--- config.mk ---
export PLATFORM = sky130hd
export DESIGN_NAME = fifo
export DESIGN_NICKNAME = d
export VERILOG_FILES = /design/src/rtl/fifo_pkg.sv /design/src/rtl/fifo.sv
export SDC_FILE = /design/constraint.sdc
export NUM_CORES = 1
export LEC_CHECK = 0
export BUFFER_PORTS_ARGS = -buffer_cell sky130_fd_sc_hd__buf_2
export CAP_MARGIN = 0
export CORE_MARGIN = 1
export CORE_UTILIZATION = 47
export DETAILED_ROUTE_END_ITERATION = 12
export PLACE_DENSITY = 0.67
export SLEW_MARGIN = 10
export SYNTH_ARGS = -nofsm -noshare
export SYNTH_HDL_FRONTEND = slang
export SYNTH_SLANG_ARGS = --single-unit
--- constraint.sdc ---
create_clock -name clk -period 3.4 [get_ports clk]
set_input_delay 0.51 -clock clk [delete_from_list [all_inputs] [get_ports clk]]
set_output_delay 0.51 -clock clk [all_outputs]
set_load 0.01 [all_outputs]
--- src/rtl/fifo_pkg.sv ---
// Shared types and flag decoding for the show-ahead FIFO.
package fifo_pkg;

  typedef struct packed {
    logic full;
    logic almost_full;
    logic empty;
  } fifo_flags_t;

  // Flags depend only on the registered occupancy, never on same-cycle requests.
  function automatic fifo_flags_t fifo_decode_flags(input int unsigned count,
                                                    input int unsigned num_slots);
    fifo_flags_t f;
    f.full        = (count == num_slots);
    f.almost_full = (count >= num_slots - 1);
    f.empty       = (count == 0);
    return f;
  endfunction

endpackage

--- src/rtl/fifo.sv ---
// Synchronous first-word-fall-through FIFO; head word is shown combinationally on data_read.
module fifo
  import fifo_pkg::*;
#(
  parameter int unsigned NUM_SLOTS     = 4,
  parameter int unsigned LOG_NUM_SLOTS = 2,
  parameter int unsigned DATA_WIDTH    = 8
) (
  input  logic                  clk,
  input  logic                  rst,
  input  logic [DATA_WIDTH-1:0] data_write,
  input  logic                  write,
  output logic                  full,
  output logic                  almost_full,
  output logic [DATA_WIDTH-1:0] data_read,
  input  logic                  next_read,
  output logic                  empty
);

  localparam int unsigned CNT_W = LOG_NUM_SLOTS + 1;
  localparam logic [LOG_NUM_SLOTS-1:0] PTR_ONE = LOG_NUM_SLOTS'(1);
  localparam logic [CNT_W-1:0]         CNT_ONE = CNT_W'(1);

  logic [DATA_WIDTH-1:0]    mem_q [NUM_SLOTS];
  logic [DATA_WIDTH-1:0]    mem_d [NUM_SLOTS];
  logic [LOG_NUM_SLOTS-1:0] wr_ptr_q, wr_ptr_d;
  logic [LOG_NUM_SLOTS-1:0] rd_ptr_q, rd_ptr_d;
  logic [CNT_W-1:0]         count_q, count_d;
  fifo_flags_t              flags;
  logic                     push, pop;

  always_comb begin
    flags       = fifo_decode_flags(32'(count_q), NUM_SLOTS);
    full        = flags.full;
    almost_full = flags.almost_full;
    empty       = flags.empty;
    data_read   = mem_q[rd_ptr_q];
  end

  always_comb begin
    push     = write & ~full;
    pop      = next_read & ~empty;
    mem_d    = mem_q;
    wr_ptr_d = wr_ptr_q;
    rd_ptr_d = rd_ptr_q;
    count_d  = count_q;
    if (push) begin
      mem_d[wr_ptr_q] = data_write;
      wr_ptr_d        = wr_ptr_q + PTR_ONE;
    end
    if (pop) begin
      rd_ptr_d = rd_ptr_q + PTR_ONE;
    end
    case ({push, pop})
      2'b10:   count_d = count_q + CNT_ONE;
      2'b01:   count_d = count_q - CNT_ONE;
      default: count_d = count_q;
    endcase
  end

  always_ff @(posedge clk) begin
    if (rst) begin
      for (int unsigned i = 0; i < NUM_SLOTS; i++) begin
        mem_q[i] <= '0;
      end
      wr_ptr_q <= '0;
      rd_ptr_q <= '0;
      count_q  <= '0;
    end else begin
      mem_q    <= mem_d;
      wr_ptr_q <= wr_ptr_d;
      rd_ptr_q <= rd_ptr_d;
      count_q  <= count_d;
    end
  end

endmodule

=== Yosys cells after proc, flatten, opt, wreduce, memory -nomap -nowiden ===
Cells that the tools add are included.

* Add/subtract/negate cells: 4
* Magnitude comparators: 4
* Equal/unequal tests: 3
* Mux-type cells: 7
* Bitwise operators: 6
* Reductions and logical operators: 3

{| class="wikitable"
|+ Operator list
! cell !! count
|-
| 32-bit bitwise mux || 1
|-
| 8-bit 2-to-1 mux || 3
|-
| 8-bit binary-select mux with 2-bit select || 1
|-
| 8-bit demux with 2-bit select || 1
|-
| 3-bit greater-or-equal comparator, second input constant || 2
|-
| 2-bit NOT with 3-bit output || 2
|-
| 3-bit one-hot mux with 2 select lines || 1
|-
| 2-bit by 1-bit adder with 2-bit output, second input constant || 2
|-
| 3-bit by 1-bit adder with 3-bit output, second input constant || 1
|-
| 3-bit == test, second input constant || 1
|-
| 3-bit by 2-bit greater-or-equal comparator with 1-bit output, second input constant || 1
|-
| 3-bit logical NOT || 1
|-
| 3-bit by 1-bit less-than comparator with 1-bit output, second input constant || 1
|-
| 3-bit by 1-bit subtractor with 3-bit output, second input constant || 1
|-
| 1-bit AND || 2
|-
| 2-bit by 1-bit == test with 1-bit output, second input constant || 1
|-
| 2-bit == test, second input constant || 1
|-
| 1-bit NOT || 2
|-
| 2-bit nonzero test || 1
|-
| 1-bit logical AND || 1
|}

* Bits in registers: 39
* Input bits: 12
* Output and inout port bits: 11
* Word-level logic and storage cells: 34

=== Longest topological paths before layout ===
* Depth after elaboration: 6
* Mapped depth: 10
* Mapped depth without buffers: 9

=== Least setup slack after synthesis ===
Ideal clock, no wire load.

* Kind: reg2reg
* From: reg count_q[2]
* To: reg count_q[2]
* Setup time: 0.070 ns
* Arrival time: 2.312 ns
* Data required time: 3.330 ns
* Slack: 1.017 ns
* Cell stages (with the launch flop): 11
* Buffers on the path: 1
* Period minus slack after synthesis: 2.383 ns
* Path through: dfxtp_1 or3b_1 buf_6 and2_4 inv_1 ha_1 inv_1 fa_1 xor2_1 or3_2 a21oi_1

* Cells in the longest elaborated chain, start to end: 5
* Elaborated cells on any way between the ends: 12
* Classes of those cells: 2 x add/sub; 3 x eq/ne; 1 x mux; 4 x bitwise; 2 x reduce/logical

{| class="wikitable"
|+ RTL lines
! element !! line !! text
|-
| start: declaration || fifo.sv:28 || <nowiki>logic [CNT_W-1:0] count_q, count_d;</nowiki>
|-
| start signal: assignment || fifo.sv:73 || <nowiki>count_q <= count_d;</nowiki>
|-
| 3-bit == test / 3-bit logical NOT (equally long branches) || fifo_pkg.sv:14, fifo_pkg.sv:16 ||
|-
| 1-bit NOT (on tied branches) || fifo.sv:41, fifo.sv:42 ||
|-
| 1-bit AND (on tied branches) || fifo.sv:41, fifo.sv:42 ||
|-
| 2-bit by 1-bit == test with 1-bit output / 2-bit == test (equally long branches) || fifo.sv:54 || <nowiki>case ({push, pop})</nowiki>
|-
| 3-bit one-hot mux with 2 select lines / 2-bit nonzero test (equally long branches) || -- ||
|}

Several ways; a longest one is shown, not always the timed one.
A chain may end at the register's enable or synchronous reset.

=== Worst setup path after layout ===
Ends and elaborated chain as after synthesis.

==> flow_summary_export.csv <==
group,metric,value,unit
finish,fill_cells,343,
timing,tns,0,ps
worst_setup_path,cpMostUsedCell,"inv_1",
timing,post-route-min-period,2600,ps
worst_setup_path,setup.worst_path.class,"flop to flop",
place,pre_cts_slack,810,ps
clock_network,cts_resized,0,
worst_setup_path,worst_path_max_delay_cell,"or3b_1",
clock_network,clock_latency,280,ps
global_route,grt_pass1_vias,1304,
timing,setup_ws,799,ps
logic_synthesis,synth_xor_area_frac,0.0138,
logic_synthesis,yosysSeqAreaShare,0.409,
logic_synthesis,synth_cells,174,
logic_synthesis,synth_nets,192,
clock_network,cts_buffers,5,
clock_network,root_buffer,"clkbuf_8",
floorplanning,die_area,4320,um^2
timing,slew_headroom,0.584,
detailed_routing,avgRoutedWirePerCell,14.3,um
global_route,antenna_found_initial,0,
logic_synthesis,synthFlopType,"dfxtp_1",
clock_network,path_clk_slew,70,ps
timing,worst_pin_slew,624,ps
logic_synthesis,avgSynthCellArea,11.0,um^2
floorplanning,dieWidth,65.7,um
floorplanning,ios,23,
worst_setup_path,arrival,2810,ps
logic_synthesis,yosys.area.top_type,"dfxtp_1",
timing,rsz0062_at_grt,"no",
logic_synthesis,synthSimpleGateAreaFrac,0.197,
place,gp_congestion,0.693,
worst_setup_path,crit_path_end_kind,"flop",
power_and_ir_drop,power.total,1.24,mW
logic_synthesis,synth-compound-area-share,0.0256,
power_and_ir_drop,p_leak,0.949,nW
detailed_routing,vias,1260,
global_route,grt_pass1_wl,5840,um
timing,fmax,384,MHz
logic_synthesis,synth_commonest_cells,"nand2b_1 (40), dfxtp_1 (39), mux2i_1 (32)",
finish,final_util,0.560,
run,max_cap_viol_count,0,
timing,fin_crit_sh,0.765,
finish,drive_gt1_frac,0.237,
finish,fin_nets,211,
detailed_routing,drt_drc_violations_left,0,
logic_synthesis,synth_top_area_share,0.409,
finish,area_growth,10.6,%
logic_synthesis,yosysMostFrequentCell,"nand2b_1",
clock_network,cts.sinks,39,
finish,n_antenna_cell,0,
worst_setup_path,cp_cell_sequence,"or3b_1 -> and2_4 -> inv_1 -> ha_1 -> inv_1 -> fa_1 -> xor2_1 -> or3_2 -> a21oi_1",
worst_setup_path,critPathMaxStageDelay,530,ps
floorplanning,die_y,65.7,um
logic_synthesis,synth_edf_count,0,
detailed_routing,via_per_inst,5.21,
timing,final-setup-viol-count,0,
floorplanning,start_util,0.506,
worst_setup_path,crit_path_max_fanout,9,
power_and_ir_drop,powerDensity,587,nW/um^2
clock_network,hold_buffers,0,
clock_network,cts_tree,"built",
timing,fin_skew,3.15,ps
global_route,grt_overflow_total,0,
place,io_buffers,22,
power_and_ir_drop,ir_worst_vdd,250,uV
logic_synthesis,synthArstFlopShare,0,
timing,final-max-slew-violation-count,0,
status,status,"finished clean",
global_route,track_usage,0.181,
logic_synthesis,ys_ff_latch,39,
floorplanning,rows,22,
detailed_routing,drt_iter0_markers,59,
logic_synthesis,ys_top_cells_by_area,"dfxtp_1 (41%), mux2i_1 (17%), nand2b_1 (13%)",
clock_network,cts_setup_buffers,0,
place,hpwl,2430,um
min_path,hold_class,"flop to flop",
logic_synthesis,synth.distinct_cells,28,
worst_setup_path,startpoint_type,"flop",
logic_synthesis,yosys.area_share.adder,0.0433,
logic_synthesis,synth-warning-count,0,
logic_synthesis,syn-cell-area,1910,um^2
detailed_routing,finalWirelength,3450,um
logic_synthesis,synth_top_family_by_area,"multiplexers",
clock_network,cts_buffer_depth,2,
clock_network,ctsHtreeMaxLevel,2,
timing,finalHoldViolCount,0,
logic_synthesis,synthMuxAreaShare,0.268,
detailed_routing,drtAntennaViolNets,0,
floorplanning,fp.coreArea,3770,um^2
timing,timing.hold.ws,477,ps
detailed_routing,first_pass_iters,4,
worst_setup_path,crit_required,3610,ps
global_route,grt_max_degree,50,
[cell type report]
type | count | area [um^2] | area share
clock buffers | 6 | 72.6 | 0.0344
flip-flops and latches | 39 | 781 | 0.370
well taps | 48 | 60.1 | 0.0285
repair buffers | 22 | 110 | 0.0522
inverters | 8 | 30.0 | 0.0142
multi-input cells | 117 | 1040 | 0.495
clock inverters | 2 | 12.5 | 0.00593
[cells by family after synthesis]
group / Yosys count
AO/OA/AOI/OAI: 8
XOR/XNOR: 3
adder cells (fa/ha/maj): 6
buffers and inverters: 18
flip-flops: 39
multiplexers: 41
AND/OR/NAND/NOR: 59
[worst max-delay path: cells and delay by family, from the launching register on]
family                   cells  cell delay [ps]
buffers and inverters        2              110
AO/OA/AOI/OAI                1              140
adder cells (fa/ha/maj)      2              540
AND/OR/NAND/NOR              3             1170
flip-flops                   1              420
XOR/XNOR                     1              150
[cell usage in the layout, fill, tap and decap left out]
cell / n
nor3_1: 1
mux4_2: 8
and3_2: 1
nand2b_1: 40
clkinvlp_4: 1
and3_4: 1
nor2_1: 6
nand3_2: 3
a21oi_1: 3
nand3_1: 1
or3_1: 1
inv_1: 8
clkbuf_1: 1
ha_1: 5
fa_1: 1
dfxtp_1: 39
buf_2: 22
xor2_1: 3
mux2i_1: 32
nand2_1: 1
mux2_2: 1
nand4b_1: 1
or3_2: 1
clkbuf_8: 5
or3b_1: 1
and2_4: 1
o21ai_0: 2
clkinv_2: 1
o31ai_1: 2
a21o_2: 1
[through the flow]
stage                     instance area (um^2)  cells
final                                     2110    242
after global routing                      2110    242
after floorplan                           1910    174
after detailed placement                  2030    234
after global placement                    2030    234
after CTS                                 2110    242
[per-layer routing]
layer	part of all wire	GRT usage	vias up
li1	-	-	627
met1	0.47	0.214	612
met2	0.50	0.323	17
met3	0.024	0.0434	4
met4	0.0070	0.0489	0
met5	0	0	-
[final timing paths]
path	start	to	slack, ps	depth (start not counted)
worst max-delay path	count_q[2]	count_q[2]	800	9
worst min-delay path	mem_q[6]	mem_q[6]	480	2
worst max register to register	count_q[2]	count_q[2]	800	9
worst min register to register	mem_q[6]	mem_q[6]	480	2
[report_power, final]
| part | switching [mW] | leakage (nW) | internal [mW] |
|---|---|---|---|
| Sequential | 0.0753 | 0.317 | 0.511 |
| Combinational | 0.173 | 0.591 | 0.183 |
| Clock | 0.155 | 0.0412 | 0.143 |
| Total | 0.403 | 0.949 | 0.837 |
[sequential cells by signal, indices dropped and copies added (netlist names)]
register / count
mem_q: 32
wr_ptr_q: 2
rd_ptr_q: 2
count_q: 3
(Power assumes the default switching activity.)
